--- config.mk ---
export PLATFORM = sky130hd
export DESIGN_NAME = reorder_buffer
export DESIGN_NICKNAME = d
export VERILOG_FILES = /design/src/rtl/reorder_buffer.sv
export SDC_FILE = /design/constraint.sdc
export NUM_CORES = 2
export LEC_CHECK = 0
export BUFFER_PORTS_ARGS = -buffer_cell sky130_fd_sc_hd__buf_2
export CAP_MARGIN = 15
export CORE_ASPECT_RATIO = 0.5
export CORE_MARGIN = 4
export CORE_UTILIZATION = 55
export CTS_CLUSTER_SIZE = 16
export DETAILED_ROUTE_END_ITERATION = 7
export GPL_TIMING_DRIVEN = 0
export PLACE_DENSITY = 0.72
export SKIP_CTS_REPAIR_TIMING = 1
export SYNTH_ARGS = -nofsm -noshare
export SYNTH_HDL_FRONTEND = slang
export SYNTH_SLANG_ARGS = --single-unit
--- constraint.sdc ---
create_clock -name clk -period 6.61 [get_ports clk]
set_input_delay 0.3305 -clock clk [delete_from_list [all_inputs] [get_ports clk]]
set_output_delay 0.3305 -clock clk [all_outputs]
set_load 0.01 [all_outputs]
--- src/rtl/reorder_buffer.sv ---
// Reorder buffer: circular in-order retire queue with ALU wakeup broadcast and commit-time mispredict flush.
// Latency: allocate visible next edge; writeback -> bcast at +1 edge; ready -> commit at +1 edge.
// Backpressure: decoder stalls on rob_full (allocations while full are dropped); rdy low freezes all state.
//
// Optional feature: define ROB_BYPASS_EN to let a writeback aimed at the non-ready head
// commit on the same edge (writeback-to-commit and mispredict detection one edge earlier).
//
// Ports:
//   clk, rst (sync, active-high), rdy (global enable)
//   id_*      : allocation request from decode; rob_new_id / rob_full back to decode
//   alu_*     : ALU writeback (value, actual branch direction and target)
//   bcast_*   : registered wakeup broadcast (id, value) to reservation station / regfile
//   rf_commit_*: registered in-order regfile write at retire, with the retiring id
//   flush, flush_pc : registered mispredict flush pulse and redirect PC
module reorder_buffer #(
    parameter int ROB_SIZE = 16,
    parameter int ID_W     = 4,
    parameter int DATA_W   = 32
) (
    input  logic              clk,
    input  logic              rst,
    input  logic              rdy,
    input  logic              id_valid,
    input  logic [DATA_W-1:0] id_inst_pc,
    input  logic              id_has_rd,
    input  logic [4:0]        id_rd,
    input  logic              id_is_branch,
    input  logic              id_pred_taken,
    output logic [ID_W-1:0]   rob_new_id,
    output logic              rob_full,
    input  logic              alu_valid,
    input  logic [ID_W-1:0]   alu_rob_id,
    input  logic [DATA_W-1:0] alu_value,
    input  logic              alu_taken,
    input  logic [DATA_W-1:0] alu_target,
    output logic              bcast_valid,
    output logic [ID_W-1:0]   bcast_rob_id,
    output logic [DATA_W-1:0] bcast_value,
    output logic              rf_commit_valid,
    output logic [4:0]        rf_commit_rd,
    output logic [DATA_W-1:0] rf_commit_value,
    output logic [ID_W-1:0]   rf_commit_rob_id,
    output logic              flush,
    output logic [DATA_W-1:0] flush_pc
);

    localparam logic [ID_W:0]   FULL_CNT = (ID_W+1)'(ROB_SIZE);
    localparam logic [ID_W:0]   CNT_ONE  = (ID_W+1)'(1);
    localparam logic [ID_W-1:0] PTR_ONE  = ID_W'(1);

    // Pointers and occupancy
    logic [ID_W-1:0]     head;
    logic [ID_W-1:0]     tail;
    logic [ID_W:0]       count;
    logic [ROB_SIZE-1:0] busy;
    logic [ROB_SIZE-1:0] ready;

    // Per-entry payload (validity is carried by busy/ready, so no reset needed)
    logic [DATA_W-1:0] pc_q         [ROB_SIZE];
    logic              has_rd_q     [ROB_SIZE];
    logic [4:0]        rd_q         [ROB_SIZE];
    logic              is_branch_q  [ROB_SIZE];
    logic              pred_taken_q [ROB_SIZE];
    logic [DATA_W-1:0] value_q      [ROB_SIZE];
    logic              taken_q      [ROB_SIZE];
    logic [DATA_W-1:0] target_q     [ROB_SIZE];

    logic              alloc_fire;
    logic              wb_fire;
    logic              commit_fire;
    logic              commit_taken;
    logic [DATA_W-1:0] commit_value;
    logic [DATA_W-1:0] commit_target;
    logic              mispredict;
    logic              rf_fire;
    logic [DATA_W-1:0] redirect_pc;

    assign rob_new_id = tail;
    assign rob_full   = (count == FULL_CNT);

    // The cycle in which flush is high belongs to the squashed path: nothing enters.
    assign alloc_fire = id_valid && !rob_full && !flush;
    assign wb_fire    = alu_valid && !flush && busy[alu_rob_id];

    always_comb begin
        commit_fire   = busy[head] && ready[head];
        commit_value  = value_q[head];
        commit_taken  = taken_q[head];
        commit_target = target_q[head];
`ifdef ROB_BYPASS_EN
        // Head result arriving this cycle retires straight from the ALU bus.
        if (wb_fire && (alu_rob_id == head) && !ready[head]) begin
            commit_fire   = 1'b1;
            commit_value  = alu_value;
            commit_taken  = alu_taken;
            commit_target = alu_target;
        end
`endif
    end

    assign mispredict  = commit_fire && is_branch_q[head] && (commit_taken != pred_taken_q[head]);
    assign redirect_pc = commit_taken ? commit_target : (pc_q[head] + DATA_W'(4));
    assign rf_fire     = commit_fire && has_rd_q[head] && (rd_q[head] != 5'd0) && !is_branch_q[head];

    // Control state and registered outputs
    always_ff @(posedge clk) begin
        if (rst) begin
            head             <= '0;
            tail             <= '0;
            count            <= '0;
            busy             <= '0;
            ready            <= '0;
            bcast_valid      <= 1'b0;
            bcast_rob_id     <= '0;
            bcast_value      <= '0;
            rf_commit_valid  <= 1'b0;
            rf_commit_rd     <= '0;
            rf_commit_value  <= '0;
            rf_commit_rob_id <= '0;
            flush            <= 1'b0;
            flush_pc         <= '0;
        end else if (!rdy) begin
            bcast_valid     <= 1'b0;
            rf_commit_valid <= 1'b0;
            flush           <= 1'b0;
        end else begin
            bcast_valid <= wb_fire;
            if (wb_fire) begin
                bcast_rob_id <= alu_rob_id;
                bcast_value  <= alu_value;
            end

            rf_commit_valid <= rf_fire;
            if (rf_fire) begin
                rf_commit_rd     <= rd_q[head];
                rf_commit_value  <= commit_value;
                rf_commit_rob_id <= head;
            end

            flush <= mispredict;
            if (mispredict) begin
                flush_pc <= redirect_pc;
                head     <= '0;
                tail     <= '0;
                count    <= '0;
                busy     <= '0;
                ready    <= '0;
            end else begin
                if (alloc_fire) begin
                    busy[tail]  <= 1'b1;
                    ready[tail] <= 1'b0;
                    tail        <= tail + PTR_ONE;
                end
                if (wb_fire) begin
                    ready[alu_rob_id] <= 1'b1;
                end
                // Retire last so a bypassed writeback to the head still leaves it free.
                if (commit_fire) begin
                    busy[head]  <= 1'b0;
                    ready[head] <= 1'b0;
                    head        <= head + PTR_ONE;
                end
                if (alloc_fire && !commit_fire) begin
                    count <= count + CNT_ONE;
                end else if (!alloc_fire && commit_fire) begin
                    count <= count - CNT_ONE;
                end
            end
        end
    end

    // Entry payload writes
    always_ff @(posedge clk) begin
        if (!rst && rdy) begin
            if (alloc_fire) begin
                pc_q[tail]         <= id_inst_pc;
                has_rd_q[tail]     <= id_has_rd;
                rd_q[tail]         <= id_rd;
                is_branch_q[tail]  <= id_is_branch;
                pred_taken_q[tail] <= id_pred_taken;
            end
            if (wb_fire) begin
                value_q[alu_rob_id]  <= alu_value;
                taken_q[alu_rob_id]  <= alu_taken;
                target_q[alu_rob_id] <= alu_target;
            end
        end
    end

endmodule

==> results.sh <==
export IMPL_cellInternalPower_w=0.0177
export IMPL_grt_util_all_layers=0.275
export IMPL_reg2reg_depth=12
export IMPL_critPathCapture="flush_pc[21]$_SDFFE_PP0P_"
export IMPL_synth_ff_type="edfxtp_1"
export IMPL_cts_tree="yes"
export IMPL_switchingPower_w=0.00441
export IMPL_layout_nets=4106
export IMPL_ir_worst_vdd_v=0.000268
export IMPL_rows=93
export IMPL_fin_ws_ns=1.61
export IMPL_io_pins=231
export IMPL_drt_initial_drc_count=5301
export IMPL_synth_seq_area_share=0.752
export IMPL_crit_required_ns=7.24
export IMPL_clockBufferDepth=3
export IMPL_drive_gt1_frac=0.272
export IMPL_synth_cell_types=78
export IMPL_synth_edf_count=1680
export IMPL_power_frac_comb=0.018
export IMPL_setup_violations=0
export IMPL_arrival_ns=5.63
export IMPL_syn_to_final_growth_pct=16.3
export IMPL_clock_sinks=1841
export IMPL_clk_pin_slew_ns=0.06
export IMPL_syn_inst=3393
export IMPL_fmax_mhz=200
export IMPL_fin_crit_sh=0.756
export IMPL_cts_htree_levels=4
export IMPL_critical_path_endpoint_type="register"
export IMPL_clock_skew_ns=0.0306
export IMPL_drt_wl_total_microns=187000
export IMPL_pre_cts_ws_ns=1.67
export IMPL_initial_core_util=0.554
export IMPL_avgSynthCellArea_sq_um=21.0
export IMPL_dr_pass1_iters=8
export IMPL_die_h_microns=263
export IMPL_min_path_type="input port to register"
export IMPL_drt_vias_per_instance=6.50
export IMPL_wl_per_cell_microns=32.2
export IMPL_synth_warnings=0
export IMPL_synth_top_cell_by_area="edfxtp_1"
export IMPL_fin_area_sq_mm=0.0830
export IMPL_tightest_slew_ns=1.29
export IMPL_yosys_top_cells_area="edfxtp_1 (71%), mux4_2 (14%), dfxtp_1 (4.5%)"
export IMPL_syn_num_nets=3521
export IMPL_synth_most_common_cell="edfxtp_1"
export IMPL_core_area_sq_mm=0.129
export IMPL_powerDensity_mw_per_mm2=266
export IMPL_synth_top_area_share=0.707
export IMPL_rrSetupSlack_ns=1.61
export IMPL_finalHoldViolCount=0
export IMPL_finalNonFillerCells=5823
export IMPL_grt_pass1_wl_microns=269000
export IMPL_syn_area_sq_mm=0.0714
export IMPL_antenna_found_initial=5
export IMPL_startpoint_type="register"
export IMPL_grt_max_degree=23
export IMPL_dp_hpwl_microns=121000
export IMPL_power_frac_seq=0.574
export IMPL_outcome="completed"
export IMPL_place_gp_congestion=0.903
export IMPL_dpl_cell_count=5417
export IMPL_netlist_top_cells_count="edfxtp_1 (1680), mux4_2 (442), dfxtp_1 (161), nand2_1 (161), nor2_1 (119)"
export IMPL_finalMaxSlewViolations=0
export IMPL_overflow=0
export IMPL_path_max_fanout=10
export IMPL_ys_seq_elements=1841
export IMPL_max_cap_violations=0
export IMPL_max_slew_margin=0.139
export IMPL_cts_made_buffers=157
export IMPL_min_period_ns=5.00
export IMPL_ant_nets=0
export IMPL_clock_root_buffer="clkbuf_16"
export IMPL_sw_frac_of_total=0.199
export IMPL_die_area_sq_mm=0.136
export IMPL_setup_worst_path_class="register to register"
export IMPL_vias=37877
export IMPL_port_buffers=225
export IMPL_fin_setup_tns_ns=0
export IMPL_clk_latency_ns=0.78
export IMPL_die_w_microns=518
export IMPL_drc_errors=0
export IMPL_dpl_cell_area_sq_mm=0.0769
export IMPL_rsz0062_at_grt="false"
export IMPL_grt_pass1_vias=37584
export IMPL_timing_rr_end="flush_pc[21]$_SDFFE_PP0P_"
export IMPL_clock_power_share=0.408
export IMPL_postSynth_asyncResetShare=0
export IMPL_leakage_nw=26.3
export IMPL_holdWs_ns=0.0239
export IMPL_n_fill_cell=8324
## power groups by stage
stage / Combinational [W] / Sequential [W] / Clock, W
after global placement: 0.000293 / 0.0130 / 0
after detailed placement: 0.000324 / 0.0130 / 0
final: 0.000389 / 0.0127 / 0.00903
after floorplan: 0.0000920 / 0.0130 / 0
after CTS: 0.000325 / 0.0127 / 0.00910
after global routing: 0.000417 / 0.0127 / 0.00961
## layout by cell type (no fill, tap or decap), types with 26 or more instances in the layout
master	n
edfxtp_1	1680
mux4_2	442
buf_2	254
clkbuf_16	165
nand2_1	161
dfxtp_1	161
clkbuf_1	140
dlygate4sd3_1	105
a21oi_1	94
mux2i_1	88
nor2_1	87
o21ai_0	64
buf_12	63
mux4_1	46
nand3_1	34
buf_16	33
nor2_4	32
a32o_1	31
nand4_1	29
clkinv_2	26
## sequential cells by signal, summed over array words and instances (netlist names), 16 cells and up, named ones only
register	count
bcast_value	32
busy	16
flush_pc	32
has_rd_q	16
is_branch_q	16
pc_q	512
pred_taken_q	16
rd_q	80
ready	16
rf_commit_value	32
taken_q	16
target_q	512
value_q	512
## worst min-delay path by stage
stage | cells past startpoint | end | slack (ns) | from
2_1_floorplan | 0 | has_rd_q[0]$_DFFE_PP_ | 0.43 | id_has_rd
3_3_place_gp | 2 | bcast_value[24]$_SDFFE_PP0P_ | 0.44 | bcast_value[24]$_SDFFE_PP0P_
3_5_place_dp | 2 | bcast_value[7]$_SDFFE_PP0P_ | 0.45 | bcast_value[7]$_SDFFE_PP0P_
4_1_cts | 1 | pc_q[6][0]$_DFFE_PP_ | -0.13 | id_inst_pc[0]
5_1_grt | 3 | bcast_rob_id[3]$_SDFFE_PP0P_ | 0.02 | alu_rob_id[3]
6_report | 3 | bcast_rob_id[2]$_SDFFE_PP0P_ | 0.02 | alu_rob_id[2]
## metrics by stage
stage                util  power, W
floorplan               -    0.0131
global placement    0.580    0.0133
detailed placement  0.597    0.0133
CTS                 0.635    0.0221
global route        0.644    0.0227
finish              0.644    0.0221
## cell type report
| cell class | instances | area (sq um) | share of cell area |
|---|---|---|---|
| Antenna cell | 4 | 10.0 | 0.000121 |
| Buffer | 191 | 1210 | 0.0146 |
| Clock buffer | 220 | 4440 | 0.0534 |
| Clock inverter | 70 | 509 | 0.00613 |
| Inverter | 15 | 56.3 | 0.000678 |
| Multi-Input combinational cell | 1346 | 16700 | 0.201 |
| Sequential cell | 1841 | 53700 | 0.647 |
| Tap cell | 1710 | 2140 | 0.0258 |
| Timing Repair Buffer | 426 | 4280 | 0.0516 |
## critical path, stage by stage, from the launching register on
cell      delay [ns]
dfxtp_1         0.48
buf_2           0.33
buf_2           0.39
buf_2           0.43
clkbuf_8        0.33
clkbuf_8        0.25
buf_2           0.39
buf_2           0.45
buf_1           0.69
mux2i_1         0.43
nand2_1         0.10
a21oi_1         0.40
a21oi_1         0.14
## layer usage
layer / share of wire / GRT usage / vias up
met5: 0.00014 / 0 / -
met4: 0.036 / 0.105 / 4
met3: 0.093 / 0.0488 / 362
met2: 0.49 / 0.439 / 2319
met1: 0.38 / 0.384 / 19848
li1: - / - / 15344
## cells by family after synthesis
logic type      count (synthesis)  synth area share
compound gates                289            0.0268
xor+xnor                       21           0.00258
fa+ha+maj                      14           0.00256
buf+inv                       206            0.0178
flops                        1841             0.752
mux                           582             0.170
simple gates                  440            0.0289
No activity file was read; power rests on OpenSTA's default activity.
